### src/rtl/ring_writer_pkg.sv
// Shared types, constants and slot-index arithmetic for the ring buffer writer.
package ring_writer_pkg;

  typedef enum logic [1:0] {
    IDLE    = 2'd0,
    DATA_WR = 2'd1,
    TAIL_WR = 2'd2
  } state_t;

  localparam int LINE_BYTES = 64;
  localparam int LINE_SHIFT = 6;

  localparam logic [63:0] STRB_FULL = {64{1'b1}};
  localparam logic [63:0] STRB_PTR  = 64'h0000_0000_0000_000F;

  // Evaluated at 64 bits so callers of any index width can zero-extend into it.
  function automatic logic [63:0] ptr_next(input logic [63:0] tail,
                                           input logic [63:0] capacity);
    logic [63:0] inc;
    inc = tail + 64'd1;
    return (inc == capacity) ? 64'd0 : inc;
  endfunction

endpackage

### src/rtl/ring_writer.sv
// Packet-to-ring writer: each packet is one data write followed by a tail write-back,
// with the tail pointer committed only once the tail write is acknowledged.
module ring_writer
  import ring_writer_pkg::*;
#(
  parameter int PTR_WIDTH = 32
) (
  input  logic                 clk,
  input  logic                 rst,
  input  logic                 cfg_enable,
  input  logic [63:0]          cfg_base_addr,
  input  logic [PTR_WIDTH-1:0] cfg_capacity,
  input  logic [63:0]          cfg_tail_addr,
  input  logic [PTR_WIDTH-1:0] head_ptr,
  input  logic                 in_valid,
  input  logic [511:0]         in_data,
  output logic                 in_ready,
  output logic                 wvalid,
  output logic [63:0]          waddr,
  output logic [63:0]          wstrb,
  output logic [511:0]         wdata,
  input  logic                 wready,
  output logic [PTR_WIDTH-1:0] tail_ptr,
  output logic [31:0]          pkt_count
);

  state_t               state;
  state_t               state_nxt;
  logic [511:0]         data_r;
  logic [63:0]          waddr_r;
  logic [PTR_WIDTH-1:0] tail_nxt_r;
  logic [PTR_WIDTH-1:0] tail_nxt;
  logic                 full;
  logic                 accept;

  assign tail_nxt = PTR_WIDTH'(ptr_next(64'(tail_ptr), 64'(cfg_capacity)));
  assign full     = (tail_nxt == head_ptr) || (cfg_capacity < PTR_WIDTH'(2));
  assign accept   = in_valid && in_ready;

  always_comb begin
    state_nxt = state;
    in_ready  = 1'b0;
    wvalid    = 1'b0;
    waddr     = 64'd0;
    wstrb     = 64'd0;
    wdata     = 512'd0;
    case (state)
      IDLE: begin
        in_ready = cfg_enable && !full && !rst;
        if (in_valid && in_ready) state_nxt = DATA_WR;
      end
      DATA_WR: begin
        wvalid = 1'b1;
        waddr  = waddr_r;
        wstrb  = STRB_FULL;
        wdata  = data_r;
        if (wready) state_nxt = TAIL_WR;
      end
      TAIL_WR: begin
        wvalid = 1'b1;
        waddr  = cfg_tail_addr;
        wstrb  = STRB_PTR;
        wdata  = 512'(tail_nxt_r);
        if (wready) state_nxt = IDLE;
      end
      default: state_nxt = IDLE;
    endcase
  end

  always_ff @(posedge clk) begin
    if (rst) begin
      state      <= IDLE;
      tail_ptr   <= '0;
      pkt_count  <= 32'd0;
      data_r     <= 512'd0;
      waddr_r    <= 64'd0;
      tail_nxt_r <= '0;
    end else begin
      state <= state_nxt;
      if (accept) begin
        data_r     <= in_data;
        waddr_r    <= cfg_base_addr + (64'(tail_ptr) << LINE_SHIFT);
        tail_nxt_r <= tail_nxt;
      end
      // The host only ever observes the new tail after its write-back has landed.
      if (state == TAIL_WR && wready) begin
        tail_ptr  <= tail_nxt_r;
        pkt_count <= pkt_count + 32'd1;
      end
    end
  end

endmodule

### config.mk
export PLATFORM = sky130hd
export DESIGN_NAME = ring_writer
export DESIGN_NICKNAME = d
export VERILOG_FILES = /design/src/rtl/ring_writer_pkg.sv /design/src/rtl/ring_writer.sv
export SDC_FILE = /design/constraint.sdc
export NUM_CORES = 2
export LEC_CHECK = 0
export CAP_MARGIN = 20
export CORE_AREA = 2 2 557 559
export CTS_CLUSTER_DIAMETER = 60
export DETAILED_ROUTE_END_ITERATION = 10
export DIE_AREA = 0 0 559 561
export SETUP_SLACK_MARGIN = 0.4
export SKIP_LAST_GASP = 1
export SLEW_MARGIN = 20
export SYNTH_ARGS = -nofsm -noshare
export SYNTH_HDL_FRONTEND = slang
export SYNTH_SLANG_ARGS = --single-unit
export TNS_END_PERCENT = 1
### constraint.sdc
create_clock -name clk -period 16.25 [get_ports clk]
set_clock_uncertainty 0.2 [all_clocks]
set_input_delay 3.25 -clock clk [delete_from_list [all_inputs] [get_ports clk]]
set_output_delay 3.25 -clock clk [all_outputs]
set_load 0.1 [all_outputs]
==> key figures <==
Yosys
  – Area leader, netlist: dfxtp_1
  – Synth top cells by count: dfxtp_1 (674), a21oi_1 (643), o21ai_1 (611)
  – Sequential share of the synthesized area: 0.372
  – Syn nets: 5450
  – Mapped Cells: 4701
  – Most common cell in the netlist: dfxtp_1
  – Post-Syn Area: 0.0363 mm²
  – Cell variety after synth: 83
  – Dominant cells by area after synthesis: dfxtp_1 (37%), a21oi_1 (8.9%), and3_1 (8.7%), o21ai_1 (8.4%), nand3_1 (7.8%)
  – Ys flop type: dfxtp_1
  – Post-synth EDFFs: 0
  – Ys async rst share: 0
  – Post-synth top area share: 0.372
  – Synth Register Bits: 674
  – Synth warn: 0
  – Mapped Avg Cell Area: 7.72 µm²

Drt
  – Iteration-0 DRC Markers: 4163
  – Routed Antenna Nets: 0
  – Final wirelength: 309000 µm
  – Via-to-Cell Ratio: 4.27
  – Routed WL per cell: 31.0 µm
  – Detailed Routing Iterations Pass 1: 6
  – Remaining DRCs: 0
  – Vias: 42500

Worst setup path
  – Crit-path leading delay family: compound AO/OA/AOI/OAI gates
  – Reg2reg setup slack: 5.42 ns
  – Setup crit end kind: output pin
  – CP arrival: 8.97 ns
  – CP Cell Sequence: clkdlybuf4s50_1 > nor2b_1 > a222oi_1 > o2111ai_1 > a2111oi_0 > o2111ai_1 > and4bb_1 > nand3_2 > a211oi_1 > o2111ai_1 > o41ai_4 > inv_8 > clkdlybuf4s50_1
  – Critical path class: input pin to output pin
  – Most used cell along the critical path: o2111ai_1
  – Slowest CP cell: clkdlybuf4s50_1
  – WP buf/inv: 3
  – Startpoint types: input pin
  – Req. time, crit path: 12.80 ns
  – Critical Path Max Stage Delay: 1.06 ns
  – CP Max Fanout: 64

Clock network
  – Worst-path clk slew: 0.06 ns
  – Post-CTS setup buffer count: 0
  – H-tree depth: 3
  – CTS tree: built
  – Clock root buffer: clkbuf_16
  – Maximum root-to-sink buffer count: 4
  – Post-CTS sizing: 0
  – CTS sink cnt: 674
  – CTS Hold Bufs: 0
  – CTS Buf Count: 107
  – Clk_lat worst skew: 0.80 ns

Die
  – Die Y-Extent: 561 µm
  – Die W: 559 µm
  – Core Footprint: 0.308 mm²
  – Die area: 0.314 mm²
  – Site Rows: 204
  – Initial Utilization: 0.118
  – Io pins: 1415

Global route
  – GRT overflow: 0
  – Vias in the first global route: 40200
  – Initial antenna violation count: 133
  – First-pass GRT wire length: 397000 µm
  – Largest net degree at the start of global routing: 164
  – Global Route Usage Sum: 0.187

STA
  – Slew Viols, Final: 0
  – Max transition margin: 0.169
  – Unrepaired setup endpoints after global routing: false
  – Final Cycle Share: 0.764
  – Worst Max-Slew Pin Slew: 1.24 ns
  – Fin Setup TNS: 0 ns
  – Highest Clock Rate: 0.0805 GHz
  – Fin crit period: 12.42 ns
  – Hold Fails Final Rpt: 0
  – Final setup fails: 0

Layout
  – Final Util: 0.183
  – Area grow syn2layout: 54.8%
  – Fraction of layout cells with a size suffix above 1: 0.111
  – NumNets Final: 6465

Placement
  – RD Place Congestion: 0.929
  – Detailed Place HPWL: 249000 µm
  – Count of buffers from port buffering: 1414

Run
  – Max Cap Violations: 0

Min path
  – Worst min-delay path category: register to register

Status
  – Status: finished, final reports clean

Pwr
  – Pwr Density: 116 mW/mm²
  – Worst VDD drop: 0.000221 V
  – Static leakage: 20.4 nW
[tightest hold or removal path, cell delays in order, from the launching register on]
cell and delay (ns):
dfxtp_1 0.32, nand2_1 0.05, a21oi_1 0.05
[logic make-up (layout without fill, tap and decap cells)]
family | Yosys count | count (layout) | synth area share
AOI/OAI and AO/OA | 1547 | 1547 | 0.234
adders and majority gates | 40 | 40 | 0.0140
xor gates and xnor gates | 149 | 149 | 0.0364
other | 0 | 34 | 0
and+or+nand+nor | 1653 | 1653 | 0.254
DFF | 674 | 674 | 0.372
buffers and inverters | 629 | 1727 | 0.0868
muxes | 9 | 9 | 0.00252
[routing by layer]
layer	up-vias	track usage	part of all wire
met5	-	0	0.00082
met4	38	0.0675	0.037
met3	461	0.100	0.13
met2	2126	0.283	0.43
met1	20900	0.222	0.40
li1	19000	-	-
[final timing paths]
kind / from / endpoint / cells past startpoint
hold / removal: tail_nxt_r[4] / tail_ptr[4] / 2
setup / recovery: cfg_capacity[31] / in_ready / 13
hold reg to reg: tail_nxt_r[4] / tail_ptr[4] / 2
setup reg to reg: tail_ptr[1] / data_r[225] / 18
[per-stage QoR]
| stage | power (W) | worst slack, ns | hold slack, ns | cells | instance area (µm²) |
|---|---|---|---|---|---|
| after CTS | 0.00659 | 3.82 | 0.266 | 9919 | 56100 |
| final | 0.00652 | 3.83 | 0.266 | 9953 | 56200 |
| after detailed placement | 0.00415 | 3.83 | 0.255 | 9727 | 52500 |
| after global placement | 0.00415 | 3.87 | 0.254 | 9725 | 52500 |
| after global routing | 0.00675 | 3.25 | 0.279 | 9939 | 56100 |
| after floorplan | 0.00345 | 6.12 | 0.240 | 4701 | 36300 |
[layout make-up]
cell class              instances  area, µm²
clock inverters                59        687
inverters                      36        150
diodes                         34       85.1
multi-input cells            3398      19700
fillers                     34800     251000
flip-flops and latches        674      13500
well taps                    4120       5150
clock buffers                 133       2930
repair buffers               1499      14000
[sequential cells by signal, indices dropped and copies added (netlist names)]
| register | cells |
|---|---|
| tail_ptr | 32 |
| pkt_count | 32 |
| waddr_r | 64 |
| tail_nxt_r | 32 |
| data_r | 512 |
| state | 2 |
[where the power goes]
group / internal [W] / total [W] / switching (W)
combinational: 0.000521 / 0.00232 / 0.00180
sequential: 0.00175 / 0.00180 / 0.0000532
clock: 0.00143 / 0.00240 / 0.000972
[cell usage in the layout, fill, tap and decap left out, types with 34 or more instances in the layout]
cell	n
clkdlybuf4s50_1	1062
dfxtp_1	674
a21oi_1	643
o21ai_1	611
nand3_1	569
and3_1	507
buf_4	406
nor2b_1	155
nand2_1	146
clkbuf_16	109
a22oi_1	99
nor2_1	90
xnor2_1	83
xor2_1	65
o21ai_0	35
ha_1	35
diode_2	34
inv_1	34
nand4_1	34
No activity file was read; power rests on OpenSTA's default activity.
